**src/rtl/axi_lite_bus_arbiter.sv**
```systemverilog
// Two-requester req/ack front end onto one AXI4-Lite master port.
// Accesses are serialised, with one outstanding at a time and round-robin or fixed-priority grant.
module axi_lite_bus_arbiter #(
   parameter int          ADDR_W   = 32,
   parameter int          DATA_W   = 32,
   parameter int          RR_EN    = 1,
   parameter logic [2:0]  PROT_VAL = 3'b000
) (
   input  logic                    clk,
   input  logic                    rst,
   input  logic [1:0]              req,
   input  logic [1:0]              req_we,
   input  logic [2*ADDR_W-1:0]     req_addr,
   input  logic [2*DATA_W-1:0]     req_wdata,
   input  logic [2*(DATA_W/8)-1:0] req_wstrb,
   output logic [1:0]              ack,
   output logic [DATA_W-1:0]       rsp_rdata,
   output logic [1:0]              rsp_resp,
   output logic                    busy,
   output logic [ADDR_W-1:0]       axi_araddr,
   output logic                    axi_arvalid,
   output logic [2:0]              axi_arprot,
   input  logic                    axi_arready,
   output logic                    axi_rready,
   input  logic [DATA_W-1:0]       axi_rdata,
   input  logic [1:0]              axi_rresp,
   input  logic                    axi_rvalid,
   output logic [ADDR_W-1:0]       axi_awaddr,
   output logic                    axi_awvalid,
   output logic [2:0]              axi_awprot,
   input  logic                    axi_awready,
   output logic [DATA_W-1:0]       axi_wdata,
   output logic [DATA_W/8-1:0]     axi_wstrb,
   output logic                    axi_wvalid,
   input  logic                    axi_wready,
   output logic                    axi_bready,
   input  logic [1:0]              axi_bresp,
   input  logic                    axi_bvalid,
   output logic [2:0]              dbg_state
);

   typedef enum logic [2:0] {
      IDLE    = 3'd0,
      RD_ADDR = 3'd1,
      RD_DATA = 3'd2,
      WR_REQ  = 3'd3,
      WR_RESP = 3'd4,
      DONE    = 3'd5
   } state_t;

   state_t                state_q, state_d;
   logic                  grant_q, last_grant_q, pick;
   logic                  aw_done_q, aw_done_d, w_done_q, w_done_d;
   logic [ADDR_W-1:0]     addr_q;
   logic [DATA_W-1:0]     wdata_q;
   logic [DATA_W/8-1:0]   wstrb_q;
   logic                  grant_now;

   // When both request, round-robin hands the grant to the one not served last.
   always_comb begin
      pick = 1'b0;
      if ((RR_EN != 0) && (req == 2'b11)) begin
         pick = ~last_grant_q;
      end else if (!req[0]) begin
         pick = 1'b1;
      end
   end

   assign grant_now = (state_q == IDLE) && (req != 2'b00);

   always_comb begin
      state_d   = state_q;
      aw_done_d = aw_done_q;
      w_done_d  = w_done_q;
      case (state_q)
         IDLE: begin
            aw_done_d = 1'b0;
            w_done_d  = 1'b0;
            if (grant_now) begin
               state_d = req_we[pick] ? WR_REQ : RD_ADDR;
            end
         end
         RD_ADDR: if (axi_arready) state_d = RD_DATA;
         RD_DATA: if (axi_rvalid)  state_d = DONE;
         WR_REQ: begin
            aw_done_d = aw_done_q | axi_awready;
            w_done_d  = w_done_q  | axi_wready;
            if (aw_done_d && w_done_d) state_d = WR_RESP;
         end
         WR_RESP: if (axi_bvalid) state_d = DONE;
         DONE:    state_d = IDLE;
         default: state_d = IDLE;
      endcase
   end

   always_ff @(posedge clk or posedge rst) begin
      if (rst) begin
         state_q      <= IDLE;
         grant_q      <= 1'b0;
         last_grant_q <= 1'b1;
         aw_done_q    <= 1'b0;
         w_done_q     <= 1'b0;
         addr_q       <= '0;
         wdata_q      <= '0;
         wstrb_q      <= '0;
         rsp_rdata    <= '0;
         rsp_resp     <= '0;
      end else begin
         state_q   <= state_d;
         aw_done_q <= aw_done_d;
         w_done_q  <= w_done_d;
         if (grant_now) begin
            grant_q      <= pick;
            last_grant_q <= pick;
            addr_q       <= pick ? req_addr[2*ADDR_W-1:ADDR_W] : req_addr[ADDR_W-1:0];
            wdata_q      <= pick ? req_wdata[2*DATA_W-1:DATA_W] : req_wdata[DATA_W-1:0];
            wstrb_q      <= pick ? req_wstrb[2*(DATA_W/8)-1:DATA_W/8] : req_wstrb[DATA_W/8-1:0];
         end
         if ((state_q == RD_DATA) && axi_rvalid) begin
            rsp_rdata <= axi_rdata;
            rsp_resp  <= axi_rresp;
         end
         if ((state_q == WR_RESP) && axi_bvalid) begin
            rsp_resp <= axi_bresp;
         end
      end
   end

   // Handshake: a transfer happens on a posedge where valid and ready are both high; valids
   // are decoded from registered state only, so they hold with stable payload until accepted.
   assign axi_arvalid = (state_q == RD_ADDR);
   assign axi_rready  = (state_q == RD_DATA);
   assign axi_awvalid = (state_q == WR_REQ) && !aw_done_q;
   assign axi_wvalid  = (state_q == WR_REQ) && !w_done_q;
   assign axi_bready  = (state_q == WR_RESP);
   assign axi_araddr  = addr_q;
   assign axi_awaddr  = addr_q;
   assign axi_wdata   = wdata_q;
   assign axi_wstrb   = wstrb_q;
   assign axi_arprot  = PROT_VAL;
   assign axi_awprot  = PROT_VAL;
   assign busy        = (state_q != IDLE);
   assign ack         = (state_q == DONE) ? (grant_q ? 2'b10 : 2'b01) : 2'b00;
   assign dbg_state   = state_q;

endmodule
```
**config.mk**
```make
export PLATFORM = sky130hd
export DESIGN_NAME = axi_lite_bus_arbiter
export DESIGN_NICKNAME = d
export VERILOG_FILES = /design/src/rtl/axi_lite_bus_arbiter.sv
export SDC_FILE = /design/constraint.sdc
export NUM_CORES = 1
export LEC_CHECK = 0
export ABC_CLOCK_PERIOD_IN_PS = 4610
export CORE_AREA = 2 2 129 131
export DETAILED_ROUTE_END_ITERATION = 6
export DIE_AREA = 0 0 131 133
export GPL_TIMING_DRIVEN = 0
export PLACE_DENSITY = 0.73
export REMOVE_ABC_BUFFERS = 1
export SYNTH_ARGS = -nofsm -noshare
export SYNTH_HDL_FRONTEND = slang
export SYNTH_SLANG_ARGS = --single-unit
```
**constraint.sdc**
```tcl
create_clock -name clk -period 4.61 [get_ports clk]
set_input_delay 0.922 -clock clk [delete_from_list [all_inputs] [get_ports clk]]
set_output_delay 0.922 -clock clk [all_outputs]
set_load 0.01 [all_outputs]
```
==> impl_metrics.py, run 1 <==
metrics = {
    "routing": {
        "highest_layer": "met4",
        "detail_route.wirelength.met1_mm": 5.57,
        "drt_iter0_markers": 106,
        "wirelength_mm": 15.5,
        "firstDrtPassIters": 4,
        "route.met3.wl_mm": 1.58,
        "route.detailed.drc": 0,
        "ant_nets": 0,
        "wl_per_cell_um": 15.9,
        "vias_per_cell": 4.52,
        "vias": 4395,
        "dr_wl_met2_mm": 8.08,
    },
    "timing": {
        "setup_viol": 0,
        "fmax_mhz": 338,
        "slew_headroom_pct": 50.4,
        "fin_crit_sh_pct": 64.1,
        "min_period_ns": 2.95,
        "rsz0062_at_grt": "false",
        "worst_pin_slew_ns": 0.744,
        "setup-tns-final_ns": 0,
        "hold_viol": 0,
        "finalClockSkew_ns": 0.0125,
        "final-max-slew-violation-count": 0,
    },
    "clocking": {
        "cts_made_buffers": 9,
        "htree_levels": 3,
        "ctsResizeCount": 0,
        "cts_sinks": 109,
        "cts_buffer_depth": 2,
        "root_buffer": "clkbuf_16",
        "clk_latency_ns": 0.34,
        "cts_setup_buffers": 0,
        "clk_pin_slew_ns": 0.07,
        "postCtsHoldBufs": 0,
        "cts_tree": "done",
    },
    "power_and_ir_drop": {
        "p_per_area_mw_per_mm2": 608,
        "vdd_drop_max_v": 0.000297,
        "swShare_pct": 33.5,
        "cellLeakagePower_uw": 0.00373,
        "power_frac_seq_pct": 33.0,
        "combPwrFrac_pct": 50.6,
        "p_int_uw": 3550,
        "power_switching_uw": 1790,
        "clockPowerShare_pct": 16.4,
    },
    "grt": {
        "antenna_found_initial": 0,
        "grt_pass1_wl_mm": 23.2,
        "grt.overflow.total": 0,
        "grt_max_degree": 59,
        "track_usage_pct": 17.3,
        "first_global_vias": 4591,
    },
    "cells_and_area": {
        "stdcell_area_mm2": 0.00879,
        "fillCellCount": 1376,
        "n_antenna_cell": 0,
        "synthToLayoutAreaGrowth_pct": 68.8,
        "mostFrequentLayoutCells": "clkdlybuf4s50_1 (327), dfrtp_1 (108), nand2_1 (71), o21ai_0 (69), mux2i_1 (68)",
        "register_area_mm2": 0.00273,
        "multi_input_area_mm2": 0.00201,
        "layout.cells.non_filler": 972,
        "drive_gt1_share_pct": 7.71,
        "final_nets": 930,
        "final_common_cell": "clkdlybuf4s50_1",
    },
    "floorplanning": {
        "dieArea_mm2": 0.0174,
        "pin_count": 334,
        "coreArea_mm2": 0.0162,
        "row_count": 47,
        "initial_core_util_pct": 32.2,
        "die_h_um": 133,
        "die_w_um": 131,
    },
    "critical_path": {
        "critPathCaptureType": "primary output",
        "start_kind": "flop",
        "crit_type": "reg2out",
        "cp_max_fo": 13,
        "reg2reg_depth": 6,
        "worst_ep_required_time_ns": 3.69,
        "critPathArrivalTime_ns": 2.03,
    },
    "min_path": {
        "whs_path_depth": 2,
        "hp-class": "reg2reg",
    },
    "place": {
        "dp.cells": 956,
        "placement.io_buffers": 327,
        "dpl.hpwl_mm": 12.2,
        "place_congestion": 0.748,
        "place_area_mm2": 0.00845,
    },
    "yosys": {
        "synth_cells": 465,
        "yosysWarnings": 0,
        "syn-cell-area_mm2": 0.00521,
        "yosysSeqAreaShare_pct": 52.4,
        "async_flop_share_pct": 100,
        "yosysUniqueCellTypes": 35,
        "synth-seq-cells": 109,
        "synth-edff-count": 0,
        "avgSynthCellArea_um2": 11.2,
        "synth-main-ff-cell": "dfrtp_1",
    },
    "flow_run": {
        "max-cap-violations": 0,
    },
    "run_status": {
        "status": "finished clean",
    },
}
## Yosys cell counts, types with 2 or more instances
cell / n / area (um^2)
nand2_1: 71 / 267
mux2_1: 9 / 101
o21ai_0: 69 / 345
mux2_2: 25 / 282
buf_8: 2 / 30.0
buf_6: 7 / 78.8
nand3b_1: 2 / 15.0
clkbuf_1: 12 / 45.0
and2_1: 2 / 12.5
mux2_4: 2 / 30.0
o22ai_1: 3 / 18.8
mux2i_1: 68 / 681
inv_1: 4 / 15.0
a21oi_1: 4 / 20.0
nor2_1: 11 / 41.3
dfrtp_1: 108 / 2700
buf_2: 4 / 20.0
nand2b_1: 3 / 18.8
buf_4: 43 / 323
## registers in the layout, summed over array words and instances, names as in the netlist
signal and count:
dbg_state 3, axi_wdata 32, rsp_rdata 32, rsp_resp 2, axi_araddr 32, aw_done_q 1, grant_q 1, axi_wstrb 4
last_grant_q 1, w_done_q 1
## layer usage
metal  GRT usage [%]  vias up
met1            18.2     2068
li1                -     2102
met3            5.42       15
met4            5.32        0
met5               0        -
met2            32.3      210
## worst max-delay path, cell delays in order, from the launching register on
cell and delay, ns:
dfrtp_1 0.64, or3b_4 0.45, inv_1 0.06, clkdlybuf4s50_1 0.54
## power by group through the flow
stage	clock network, uW	registers [uW]	logic, uW
finish	877	1760	2700
global route	949	1830	2920
CTS	908	1770	2750
detailed placement	0	1780	2750
global placement	0	1740	2680
floorplan	0	2010	820
## final cells by class
cell class	count	share of cell area (%)
clock buffer	10	2.60
sequential	109	31.0
timing repair buffer	334	38.9
inverter	4	0.199
tap	220	3.13
clock inverter	6	1.27
multi-input combinational	289	22.9
## logic make-up after synthesis
| family | count (synthesis) | synth area share (%) |
|---|---|---|
| flip-flops | 109 | 52.4 |
| AND/OR/NAND/NOR | 99 | 8.36 |
| other | 1 | 0.0720 |
| buffers and inverters | 72 | 9.83 |
| AO/OA/AOI/OAI | 80 | 8.34 |
| multiplexers | 104 | 21.0 |
## stage by stage
step                hold WS [ns]  utilization [%]  setup WS, ns  power, uW
finish                     0.477             54.4          1.66       5340
global route               0.505             54.4          1.59       5700
CTS                        0.486             54.4          1.65       5430
detailed placement         0.470             52.3          1.46       4520
global placement           0.463             51.2         -1.92       4420
floorplan                  0.485                -        -0.131       2830
## worst paths after layout
| kind | from | endpoint | slack (ns) |
|---|---|---|---|
| max in group asynchronous | rst | axi_wstrb[2]$_DFFE_PP0P_ | 2.81 |
| worst min register to register | axi_wdata[0]$_DFFE_PP0P_ | axi_wdata[0]$_DFFE_PP0P_ | 0.48 |
| worst min-delay path | axi_wdata[0]$_DFFE_PP0P_ | axi_wdata[0]$_DFFE_PP0P_ | 0.48 |
| worst max-delay path | dbg_state[2]$_DFFE_PP0P_ | axi_bready | 1.66 |
| worst max register to register | dbg_state[2]$_DFFE_PP0P_ | axi_araddr[30]$_DFFE_PP0P_ | 2.40 |
| min in group asynchronous | rst | rsp_rdata[3]$_DFFE_PP0P_ | 1.08 |
Power figures use the tool's default switching activity.
==> run 2: changes to the inputs <==
ABC_CLOCK_PERIOD_IN_PS = 3000   (was 4610)
clock period = 3 ns   (was 4.61 ns; I/O delays follow)
==> results of run 2 <==
Same layout as run 1 (identical final DEF). Status: finished clean.
Among the figures that moved: setup slack after placement 1.46 ns -> 0.174 ns; setup slack after layout 1.66 ns -> 0.368 ns; register-to-register setup slack 2.40 ns -> 0.79 ns; total power 5340 uW -> 8210 uW; worst IR drop on VDD 0.000297 V -> 0.000456 V
